### src/rtl/axis_ingress_packetizer.sv
// ============================================================================
//  Module      : axis_ingress_packetizer
//  Description : AXI4-Stream ingress stage with a 2-entry skid buffer. It locks
//                TDEST/TID for each packet and truncates over-long packets.
//  Revision    : 1.0 - initial release
// ============================================================================
`default_nettype none

module axis_ingress_packetizer #(
    parameter int DATA_WIDTH  = 2,
    parameter int TDEST_WIDTH = 4,
    parameter int TID_WIDTH   = 2,
    parameter int TUSER_WIDTH = 2,
    parameter int MAX_PKT_LEN = 256,
    parameter int CNT_WIDTH   = 16
) (
    input  logic                     clk,
    input  logic                     rst,
    input  logic [DATA_WIDTH*8-1:0]  s_axis_tdata,
    input  logic [TDEST_WIDTH-1:0]   s_axis_tdest,
    input  logic [TID_WIDTH-1:0]     s_axis_tid,
    input  logic [TUSER_WIDTH-1:0]   s_axis_tuser,
    input  logic                     s_axis_tvalid,
    input  logic                     s_axis_tlast,
    output logic                     s_axis_tready,
    output logic [DATA_WIDTH*8-1:0]  m_axis_tdata,
    output logic [TDEST_WIDTH-1:0]   m_axis_tdest,
    output logic [TID_WIDTH-1:0]     m_axis_tid,
    output logic [TUSER_WIDTH-1:0]   m_axis_tuser,
    output logic                     m_axis_tvalid,
    output logic                     m_axis_tlast,
    input  logic                     m_axis_tready,
    output logic [CNT_WIDTH-1:0]     pkt_count,
    output logic [CNT_WIDTH-1:0]     trunc_count,
    output logic                     trunc_pulse
);

    localparam int c_cnt_w  = $clog2(MAX_PKT_LEN + 1);
    localparam int c_beat_w = DATA_WIDTH*8 + TDEST_WIDTH + TID_WIDTH + TUSER_WIDTH + 1;
    localparam logic [c_cnt_w-1:0] c_last_idx = c_cnt_w'(MAX_PKT_LEN - 1);

    typedef enum logic [1:0] {
        ST_IDLE   = 2'd0,
        ST_IN_PKT = 2'd1,
        ST_DROP   = 2'd2
    } state_t;

    state_t                  r_state, w_state_nxt;
    logic [c_cnt_w-1:0]      r_cnt, w_cnt_nxt;
    logic [TDEST_WIDTH-1:0]  r_lock_dest, w_beat_dest;
    logic [TID_WIDTH-1:0]    r_lock_id, w_beat_id;
    logic                    w_beat_last, w_push, w_trunc, w_pkt_end, w_lock_en;
    logic [c_beat_w-1:0]     w_beat, r_out, r_skid;
    logic                    r_out_valid, r_skid_valid, r_ready;
    logic [CNT_WIDTH-1:0]    r_pkt_count, r_trunc_count;
    logic                    r_trunc_pulse;
    logic                    w_accept, w_out_free, w_skid_valid_nxt;

    assign w_accept   = s_axis_tvalid & r_ready;
    assign w_out_free = ~r_out_valid | m_axis_tready;

    // Packet framing; all transitions are qualified by an accepted input beat.
    always_comb begin
        w_state_nxt = r_state;
        w_cnt_nxt   = r_cnt;
        w_push      = 1'b0;
        w_trunc     = 1'b0;
        w_pkt_end   = 1'b0;
        w_lock_en   = 1'b0;
        w_beat_last = s_axis_tlast;
        w_beat_dest = r_lock_dest;
        w_beat_id   = r_lock_id;
        case (r_state)
            ST_IDLE: begin
                w_beat_dest = s_axis_tdest;
                w_beat_id   = s_axis_tid;
                if (w_accept) begin
                    w_push    = 1'b1;
                    w_lock_en = 1'b1;
                    if (s_axis_tlast) begin
                        w_pkt_end = 1'b1;
                        w_cnt_nxt = '0;
                    end else begin
                        w_state_nxt = ST_IN_PKT;
                        w_cnt_nxt   = c_cnt_w'(1);
                    end
                end
            end
            ST_IN_PKT: begin
                if (w_accept) begin
                    w_push = 1'b1;
                    if (s_axis_tlast) begin
                        w_pkt_end   = 1'b1;
                        w_cnt_nxt   = '0;
                        w_state_nxt = ST_IDLE;
                    end else if (r_cnt == c_last_idx) begin
                        w_beat_last = 1'b1;
                        w_trunc     = 1'b1;
                        w_pkt_end   = 1'b1;
                        w_cnt_nxt   = '0;
                        w_state_nxt = ST_DROP;
                    end else begin
                        w_cnt_nxt = r_cnt + c_cnt_w'(1);
                    end
                end
            end
            ST_DROP: begin
                if (w_accept && s_axis_tlast) begin
                    w_state_nxt = ST_IDLE;
                end
            end
            default: begin
                w_state_nxt = ST_IDLE;
                w_cnt_nxt   = '0;
            end
        endcase
    end

    assign w_beat = {s_axis_tdata, w_beat_dest, w_beat_id, s_axis_tuser, w_beat_last};

    // Ready only opens when the skid is empty, so a push never meets a full skid.
    assign w_skid_valid_nxt = r_skid_valid ? ~w_out_free : (w_push & ~w_out_free);

    always_ff @(posedge clk) begin
        if (rst) begin
            r_state       <= ST_IDLE;
            r_cnt         <= '0;
            r_lock_dest   <= '0;
            r_lock_id     <= '0;
            r_out         <= '0;
            r_skid        <= '0;
            r_out_valid   <= 1'b0;
            r_skid_valid  <= 1'b0;
            r_ready       <= 1'b0;
            r_pkt_count   <= '0;
            r_trunc_count <= '0;
            r_trunc_pulse <= 1'b0;
        end else begin
            r_state      <= w_state_nxt;
            r_cnt        <= w_cnt_nxt;
            r_skid_valid <= w_skid_valid_nxt;
            r_ready      <= ~w_skid_valid_nxt;
            if (w_lock_en) begin
                r_lock_dest <= s_axis_tdest;
                r_lock_id   <= s_axis_tid;
            end
            if (w_out_free) begin
                if (r_skid_valid) begin
                    r_out       <= r_skid;
                    r_out_valid <= 1'b1;
                end else begin
                    r_out_valid <= w_push;
                    if (w_push) begin
                        r_out <= w_beat;
                    end
                end
            end else if (w_push) begin
                r_skid <= w_beat;
            end
            if (w_pkt_end && (r_pkt_count != '1)) begin
                r_pkt_count <= r_pkt_count + CNT_WIDTH'(1);
            end
            if (w_trunc && (r_trunc_count != '1)) begin
                r_trunc_count <= r_trunc_count + CNT_WIDTH'(1);
            end
            r_trunc_pulse <= w_trunc;
        end
    end

    assign s_axis_tready = r_ready;
    assign m_axis_tvalid = r_out_valid;
    assign {m_axis_tdata, m_axis_tdest, m_axis_tid, m_axis_tuser, m_axis_tlast} = r_out;
    assign pkt_count     = r_pkt_count;
    assign trunc_count   = r_trunc_count;
    assign trunc_pulse   = r_trunc_pulse;

endmodule

`default_nettype wire

### config.mk
export PLATFORM = sky130hd
export DESIGN_NAME = axis_ingress_packetizer
export DESIGN_NICKNAME = d
export VERILOG_FILES = /design/src/rtl/axis_ingress_packetizer.sv
export SDC_FILE = /design/constraint.sdc
export NUM_CORES = 1
export LEC_CHECK = 0
export BUFFER_PORTS_ARGS = -buffer_cell sky130_fd_sc_hd__clkbuf_2
export CORE_MARGIN = 2
export CORE_UTILIZATION = 55
export DETAILED_ROUTE_END_ITERATION = 6
export MAX_ROUTING_LAYER = met4
export PLACE_DENSITY = 0.8
export SLEW_MARGIN = 25
export SYNTH_ARGS = -nofsm -noshare
export SYNTH_HDL_FRONTEND = slang
export SYNTH_SLANG_ARGS = --single-unit
### constraint.sdc
create_clock -name clk -period 2.4 [get_ports clk]
set_input_delay 0.12 -clock clk [delete_from_list [all_inputs] [get_ports clk]]
set_output_delay 0.12 -clock clk [all_outputs]
set_load 0.05 [all_outputs]
* Word-level counts from Yosys, hierarchy flattened
Index checks and enable logic that the tools add are counted.
** Storage, ports and cells
- Flip-flop bits (word level) :: 103
- Latch bits :: 0
- Bits in writable memories :: 0
- Memory bits (read-only) :: 0
- Input port bits :: 29
- Output and inout port bits :: 60
- Memories :: 0
** Cells by class
- $add $sub $neg :: 3
- Multipliers :: 0
- Divide/modulo/power cells :: 0
- Order comparisons :: 0
- Equality and inequality tests :: 10
- Shift operators :: 0
- Mux-type cells :: 33
- Bitwise gates (word level) :: 7
- Reduce and logical (&&, ||, !) cells :: 10
** Operators with widths (count)
- 25-bit 2-to-1 mux :: 2
- 9-bit 2-to-1 mux :: 4
- 16-bit by 1-bit adder with 16-bit output (second input constant) :: 2
- 16-bit inequality test (second input constant) :: 2
- 9-bit one-hot mux with 3 select lines :: 1
- 1-bit 2-to-1 mux :: 16
- 2-bit 2-to-1 mux :: 7
- 9-bit by 1-bit adder with 9-bit output (second input constant) :: 1
- 9-bit by 8-bit equality test with 1-bit output (second input constant) :: 1
- 2-bit inequality test (second input constant) :: 4
- 2-bit one-hot mux with 3 select lines :: 1
- 5-bit AND reduction :: 1
- 4-bit 2-to-1 mux :: 1
- 1-bit NOT :: 4
- 2-bit AND reduction :: 2
- 1-bit logical AND :: 3
- 3-bit inequality test (second input constant) :: 1
- 3-bit AND reduction :: 1
- 1-bit bitwise AND :: 2
- 2-bit by 1-bit equality test with 1-bit output (second input constant) :: 1
- 2-bit equality test (second input constant) :: 1
- 2-bit zero test :: 1
- 1-bit one-hot mux with 2 select lines :: 1
- 2-bit nonzero test :: 1
- 2 further kinds :: 2

* Logic depth before layout (Yosys ltp)
Gate-level depths: netlist of run 1.
- Depth in word-level cells :: 7
- Depth in mapped cells :: 8

* Worst setup path after synthesis of run 1
No wires, ideal clock.
- Path type :: register -> register
- Start :: register r_ready (netlist: s_axis_tready)
- End :: register r_pkt_count[11] (netlist: pkt_count[11])
- Setup time :: 0.121 ns
- Data arrival time :: 2.054 ns
- Data required time :: 2.279 ns
- Path slack :: 0.225 ns
- Stages on the path, launching flop included :: 7
- Path buffers :: 1
- Path through :: dfxtp_1 > nand3b_1 > nor2_1 > nand2_4 > buf_6 > nor4_1 > mux2_2
** Between the ends
- Cells in the longest elaborated chain, start to end :: 4
- Elaborated cells between the ends (all ways) :: 5
- Classes of those cells :: mux (3); bitwise (1); reduce/logical (1)
** RTL lines
- from (decl) :: line 54 : logic r_out_valid, r_skid_valid, r_ready;
- from (signal assigned) :: line 142 : r_ready <= ~w_skid_valid_nxt;
- 1-bit bitwise AND * :: line 59 : assign w_accept = s_axis_tvalid & r_ready;
- 1-bit 2-to-1 mux, on equally long branches :: line 90, 77
- 1-bit one-hot mux with 2 select lines * :: line 73 : case (r_state)
- 1-bit logical AND * :: line 160 : if (w_pkt_end && (r_pkt_count != '1)) begin
- to (signal assigned) :: line 161 : r_pkt_count <= r_pkt_count + CNT_WIDTH'(1);
- to (decl) :: line 55 : logic [CNT_WIDTH-1:0] r_pkt_count, r_trunc_count;
Mark *: on every way between the ends. The rest lies on a longest branch, timed or not.
A chain may end at the register's enable or synchronous reset.

* Worst setup path in the final report of run 1
- Start :: register r_state[0]
- End :: register r_trunc_count[9] (netlist: trunc_count[9])
** Between the ends
- Cells in the longest elaborated chain, start to end :: 3
** RTL lines
- from (decl) :: line 48 : state_t r_state, w_state_nxt;
- from (signal assigned) :: line 139 : r_state <= w_state_nxt;
- 2-bit by 1-bit equality test with 1-bit output :: line 73
- 1-bit 2-to-1 mux :: line 73
- 1-bit logical AND :: line 163 : if (w_trunc && (r_trunc_count != '1)) begin
- to (signal assigned) :: line 164 : r_trunc_count <= r_trunc_count + CNT_WIDTH'(1);
- to (decl) :: line 55
Every way passes these cells.

==> impl_metrics.csv, run 1 <==
group,metric,value,unit
yosys,syn-instance-count,526,
worst_hold_path,hold_depth,3,
cts,root_buffer,"clkbuf_8",
yosys,synth_mux_area_share,6.04,%
global_routing,grt_pass1_wl,17200,microns
status,outcome,"finished clean",
global_routing,grt_max_degree,43,
global_routing,track_usage,24.5,%
worst_hold_path,min_from,"s_axis_tdest[2]",
cts,htreeDepth,3,
critical_path,cp_data_arrival_time,2470,ps
yosys,synth.cell_area,4490,sq um
power_and_ir_drop,power.switching,901,uW
floorplan,die_area,8910,sq um
routing,vias,4119,
critical_path,critPathKind,"flop to flop",
yosys,synth.avg_cell_area,8.54,sq um
sta,final-hold-violation-count,0,
power_and_ir_drop,ir_drop,0.322,mV
routing,antenna_left,0,
power_and_ir_drop,power.share.clock,33.9,%
floorplan,die_h,94.4,microns
floorplan,placementRows,32,
cts,cts_setup_buffers,0,
yosys,async_flop_share,0,%
sta,drv_slew,0,
cells_and_area,drive_above_1_share,20.1,%
cells_and_area,nNetsFinal,655,
yosys,ys_warn_count,0,
sta,skew,11.4,ps
power_and_ir_drop,swShare,27.6,%
critical_path,reg2regPathDepth,5,
critical_path,crit_chain,"nor3b_2 > nand4_4 > nor4b_1 > xnor2_1 > nor2_1",
power_and_ir_drop,p_leak,0.00206,uW
sta,setup_viol,0,
power_and_ir_drop,seq_power_share,54.5,%
critical_path,cp-start-kind,"flop",
floorplan,core,7810,sq um
yosys,synth-seq-area-share,45.9,%
critical_path,setup.worst_path.start,"r_state[0]",
cells_and_area,final_common_cell,"dfxtp_1",
power_and_ir_drop,internal_power,2370,uW
critical_path,r2r_slack,180,ps
routing,drt_iter0_markers,136,
critical_path,critical_path.top_delay_family,"simple AND/OR/NAND/NOR gates",
critical_path,cp.required,2650,ps
critical_path,path_max_fanout,18,
yosys,synthXorXnorAreaFrac,4.09,%
cts,clockBufferDepth,2,
floorplan,io_pins,89,
cells_and_area,fill_cells,658,
critical_path,cpPeakStageDelay,590,ps
cts,clock_latency,360,ps
floorplan,start_util,57.5,%
cells_and_area,multi_input_area,2310,sq um
critical_path,path_buf_inv,0,
critical_path,crit_slowest_cell,"dfxtp_1",
yosys,synth.distinct_cells,50,
yosys,synth_top_family_by_area,"simple AND/OR/NAND/NOR gates",
routing,drcViolationCount,0,
yosys,syn-num-nets,558,
cells_and_area,area_growth,20.6,%
routing,routed_wl,10400,microns
sta,finalCritPeriodShare,92.5,%
place,hpwl,6970,microns
yosys,synth-main-ff-cell,"dfxtp_1",
routing,viasPerCell,5.63,
yosys,synth-seq-cells,103,
global_routing,antenna_found_initial,1,
critical_path,reg2reg_from,"r_state[0]",
place,dp_cells,696,
cts,cts_tree,"yes",
routing,drtPass1Iterations,4,
worst_hold_path,hold_path_end,"r_lock_dest[2]",
yosys,synth_compound_area_share,15.5,%
routing,wl_per_cell,14.2,microns
place,port_buffers,88,
cells_and_area,instances_no_fill,732,
worst_hold_path,worstHoldPathType,"input port to flop",
yosys,synth_edf_count,0,
cells_and_area,fin_area,5420,sq um
floorplan,dieWidth,94.4,microns
place,gp_congestion,0.834,
sta,fmax,450,MHz
cells_and_area,mostFrequentLayoutCells,"dfxtp_1, clkbuf_2, nand2_1, nor2_1, a21oi_1",
run,cap_viol_max_count,0,
sta,rsz0062_at_grt,"false",
cts,cts_sinks,103,
critical_path,reg2reg_to,"trunc_count[9]",
sta,worst_pin_slew,648,ps
cells_and_area,seqCellArea,2060,sq um
power_and_ir_drop,p_per_area,603,nW/um^2
sta,finalSetupTns,0,ps
global_routing,gr-total-overflow,0,
cts,path_clk_slew,100,ps
critical_path,cp-end-kind,"flop",
yosys,synthAdderAreaFrac,0.836,%
power_and_ir_drop,pwr-share-comb,11.6,%
cells_and_area,post-route-util,69.4,%
global_routing,grt_pass1_vias,3838,
sta,slew_headroom,56.7,%
yosys,synth-simple-area-share,24.7,%
sta,fin_crit,2220,ps
place,placed_cell_area,5010,sq um
cts,numCtsBuffers,9,
## metrics by stage
stage,hold slack [ps],total power [uW],setup WS (ps)
5_1_grt,6.07,3410,6.17
4_1_cts,0.169,3290,38.7
3_5_place_dp,367,2170,50.0
2_1_floorplan,256,2070,225
3_3_place_gp,360,2160,239
6_report,9.19,3270,180
## registers in the layout, summed over array words and instances, names as in the netlist
name / cells
r_state: 2
r_skid_valid: 1
r_out: 25
r_lock_dest: 4
r_skid: 25
trunc_pulse: 1
pkt_count: 16
s_axis_tready: 1
trunc_count: 16
r_lock_id: 2
m_axis_tvalid: 1
r_cnt: 9
## layer usage
| layer | track usage [%] | vias up | part of all wire [%] |
|---|---|---|---|
| met5 | - | - | 0 |
| met4 | 9.78 | 0 | 1.9 |
| met3 | 3.91 | 19 | 3.9 |
| li1 | - | 2070 | - |
| met2 | 41.3 | 92 | 49 |
| met1 | 29.4 | 1938 | 45 |
## cell type report
class | instances | area share [%]
well taps | 102 | 2.36
multi-input cells | 391 | 42.7
clock inverters | 7 | 1.52
flip-flops and latches | 103 | 38.1
clock buffers | 9 | 2.29
diodes | 2 | 0.0924
inverters | 3 | 0.208
repair buffers | 115 | 12.7
## Yosys cell counts, drive strengths merged, types with 2 or more instances
master	n	area, sq um
inv	3	11.3
or4	8	60.1
nand3	17	85.1
clkbuf	26	97.6
nor2b	3	18.8
nand2	86	330
nor4	7	50.1
nor3b	2	20.0
nor2	62	233
ha	3	37.5
o21ai	19	95.1
nand2b	2	12.5
nor3	7	35.0
o41ai	2	17.5
nand4	10	75.1
dfxtp	103	2060
and3	8	51.3
xnor2	14	123
a21oi	47	235
o211a	2	20.0
o31ai	8	73.8
buf	3	26.3
and3b	2	17.5
nor4b	2	17.5
and4	5	43.8
a211oi	25	188
nand3b	2	15.0
or3	3	18.8
xor2	7	61.3
mux2i	26	260
## worst max path at each step
stage                     cells after the start              end
after global placement                        5  trunc_count[13]
after global routing                          5   trunc_count[9]
after CTS                                     5  trunc_count[12]
after floorplan                               6    pkt_count[11]
after detailed placement                      5  trunc_count[13]
final                                         5   trunc_count[9]
## power by group through the flow
stage               clock [uW]  sequential [uW]  combinational (uW)
floorplan                    0             1920                 149
global placement             0             1820                 345
detailed placement           0             1820                 353
CTS                       1130             1780                 378
global route              1210             1790                 411
finish                    1110             1780                 378
## tightest hold or removal path, delay by kind of cell
kind | cells | cell delay [ps]
compound gates | 1 | 50
buf+inv | 1 | 100
simple gates | 1 | 50
## repair_timing
item                                    in CTS  in global routing
hold endpoints to repair                    18                  0
hold buffers                                18                  0
resized for setup                            0                  2
endpoints found under the setup margin       0                  9
## cell families (layout without fill, tap and decap cells)
| kind of cell | count (synthesis) | after routing |
|---|---|---|
| buffers and inverters | 32 | 134 |
| AOI/OAI and AO/OA | 111 | 111 |
| other | 0 | 2 |
| adders and majority gates | 3 | 3 |
| muxes | 27 | 27 |
| DFF | 103 | 103 |
| xor gates and xnor gates | 21 | 21 |
| and+or+nand+nor | 229 | 229 |
(Power assumes the default switching activity.)
==> run 2, diff against run 1 <==
--- a/config.mk
+++ b/config.mk
@@ -7,10 +7,10 @@
 export LEC_CHECK = 0
 export BUFFER_PORTS_ARGS = -buffer_cell sky130_fd_sc_hd__clkbuf_2
 export CORE_MARGIN = 2
-export CORE_UTILIZATION = 55
+export CORE_UTILIZATION = 30
 export DETAILED_ROUTE_END_ITERATION = 6
 export MAX_ROUTING_LAYER = met4
-export PLACE_DENSITY = 0.8
+export PLACE_DENSITY = 0.49
 export SLEW_MARGIN = 25
 export SYNTH_ARGS = -nofsm -noshare
 export SYNTH_HDL_FRONTEND = slang
==> impl_metrics.csv, run 2 (synthesis results as in run 1) <==
group,metric,value,unit
cts,clockBufferDepth,2,
critical_path,cp_data_arrival_time,2320,ps
sta,worst_pin_slew,626,ps
sta,fmax,482,MHz
cells_and_area,area_growth,25.9,%
cts,cts_sinks,103,
critical_path,setup.worst_path.start,"r_cnt[0]",
cts,root_buffer,"clkbuf_16",
cts,post_cts_resized,0,
sta,skew,6.73,ps
floorplan,placementRows,44,
sta,rsz0062_at_grt,"false",
critical_path,endpoint,"pkt_count[11]",
global_routing,antenna_found_initial,0,
floorplan,die_area,16000,sq um
cells_and_area,drive_above_1_share,20.6,%
cts,htreeDepth,3,
sta,slew_headroom,58.2,%
power_and_ir_drop,ir_drop,0.569,mV
critical_path,crit_chain,"ha_1 > nand3_1 > o31ai_4 > nand2_4 > nor4_1 > mux2_2",
worst_hold_path,worstHoldPathType,"input port to flop",
power_and_ir_drop,power.switching,939,uW
power_and_ir_drop,p_per_area,669,nW/um^2
global_routing,gr-total-overflow,0,
critical_path,cpPeakStageDelay,380,ps
routing,routed_wl,10900,microns
floorplan,start_util,30.8,%
cells_and_area,n_antenna_cell,0,
cts,clock_latency,360,ps
cts,path_clk_slew,70,ps
routing,wl_per_cell,13.4,microns
cells_and_area,post-route-util,38.8,%
power_and_ir_drop,swShare,24.8,%
place,port_buffers,88,
sta,final-hold-violation-count,0,
floorplan,io_pins,89,
floorplan,dieWidth,126,microns
place,gp_congestion,0.764,
critical_path,critPathKind,"flop to flop",
sta,drv_slew,0,
global_routing,grt_max_degree,35,
place,dp_cells,784,
cells_and_area,largestRegisters,"r_out (25), r_skid (25)",
critical_path,crit_slowest_cell,"dfxtp_1",
cells_and_area,nNetsFinal,660,
critical_path,reg2reg_from,"r_cnt[0]",
status,outcome,"finished clean",
global_routing,grt_pass1_vias,3797,
routing,drtPass1Iterations,4,
place,hpwl,7670,microns
critical_path,r2r_slack,330,ps
critical_path,cp.required,2640,ps
global_routing,track_usage,14.6,%
routing,vias,4008,
routing,drcViolationCount,0,
cells_and_area,final_common_cell,"dfxtp_1",
run,cap_viol_max_count,0,
sta,fin_crit,2070,ps
critical_path,reg2reg_to,"pkt_count[11]",
cts,numCtsBuffers,9,
routing,viasPerCell,4.91,
cts,cts_tree,"yes",
floorplan,die_h,126,microns
critical_path,cp-start-kind,"flop",
power_and_ir_drop,internal_power,2850,uW
global_routing,grt_pass1_wl,18500,microns
power_and_ir_drop,power.share.clock,42.9,%
routing,antenna_left,0,
power_and_ir_drop,seq_power_share,47.0,%
floorplan,core,14600,sq um
sta,setup_viol,0,
critical_path,path_max_fanout,25,
sta,finalSetupTns,0,ps
power_and_ir_drop,p_leak,0.00214,uW
cells_and_area,mostFrequentLayoutCells,"dfxtp_1, clkbuf_2, nand2_1, nor2_1, a21oi_1",
critical_path,cp-end-kind,"flop",
cells_and_area,instances_no_fill,816,
routing,drt_iter0_markers,166,
sta,finalCritPeriodShare,86.5,%
critical_path,reg2regPathDepth,6,
power_and_ir_drop,pwr-share-comb,10.1,%
-- run 2: how the worst min path moves through the flow --
stage | to | depth (start not counted) | from
after global routing | r_skid[23] | 3 | s_axis_tdata[14]
after floorplan | r_skid[10] | 2 | s_axis_tdata[1]
after detailed placement | r_skid[12] | 3 | s_axis_tdata[3]
after global placement | r_skid[24] | 3 | s_axis_tdata[15]
final | r_skid[23] | 3 | s_axis_tdata[14]
after CTS | r_skid[23] | 3 | s_axis_tdata[14]
-- run 2: layout make-up --
cell class              count  area [sq um]
clock buffers              11           253
clock inverters             4          77.6
inverters                   3          11.3
flip-flops and latches    103          2060
multi-input cells         391          2300
repair buffers            120           723
fillers                  1487          8930
well taps                 184           230
-- run 2: repair_timing --
item | 4_1_cts | 5_1_grt
hold buffers | 17 | 0
setup buffers | 0 | 0
hold endpoints to repair | 17 | 0
setup endpoints to repair | 0 | 0
-- run 2: through the flow --
step	hold slack [ps]	setup WS (ps)	cell area (sq um)	power (uW)
global placement	359	351	5160	2180
detailed placement	368	303	5160	2190
floorplan	256	225	4490	2070
CTS	0.188	295	5660	3840
global route	5.81	147	5660	3960
finish	9.49	325	5660	3790
-- run 2: per-layer routing --
layer  GRT usage (%)  up-vias  part of all wire [%]
met4            4.85        0                   1.3
li1                -     2083                     -
met3            3.84       14                   4.0
met2            23.4       77                    47
met1            18.0     1834                    48
met5               -        -                     0
-- run 2: power groups by stage --
stage / clock network (uW) / logic [uW] / registers, uW
6_report: 1620 / 384 / 1780
5_1_grt: 1750 / 421 / 1780
4_1_cts: 1670 / 389 / 1780
3_5_place_dp: 0 / 366 / 1820
3_3_place_gp: 0 / 362 / 1820
2_1_floorplan: 0 / 149 / 1920
-- run 2: worst max-delay path: cells and delay by family, from the launching register on --
kind	cells	cell delay, ps
AND/OR/NAND/NOR	3	710
flip-flops	1	380
multiplexers	1	360
adder cells (fa/ha/maj)	1	260
AO/OA/AOI/OAI	1	260
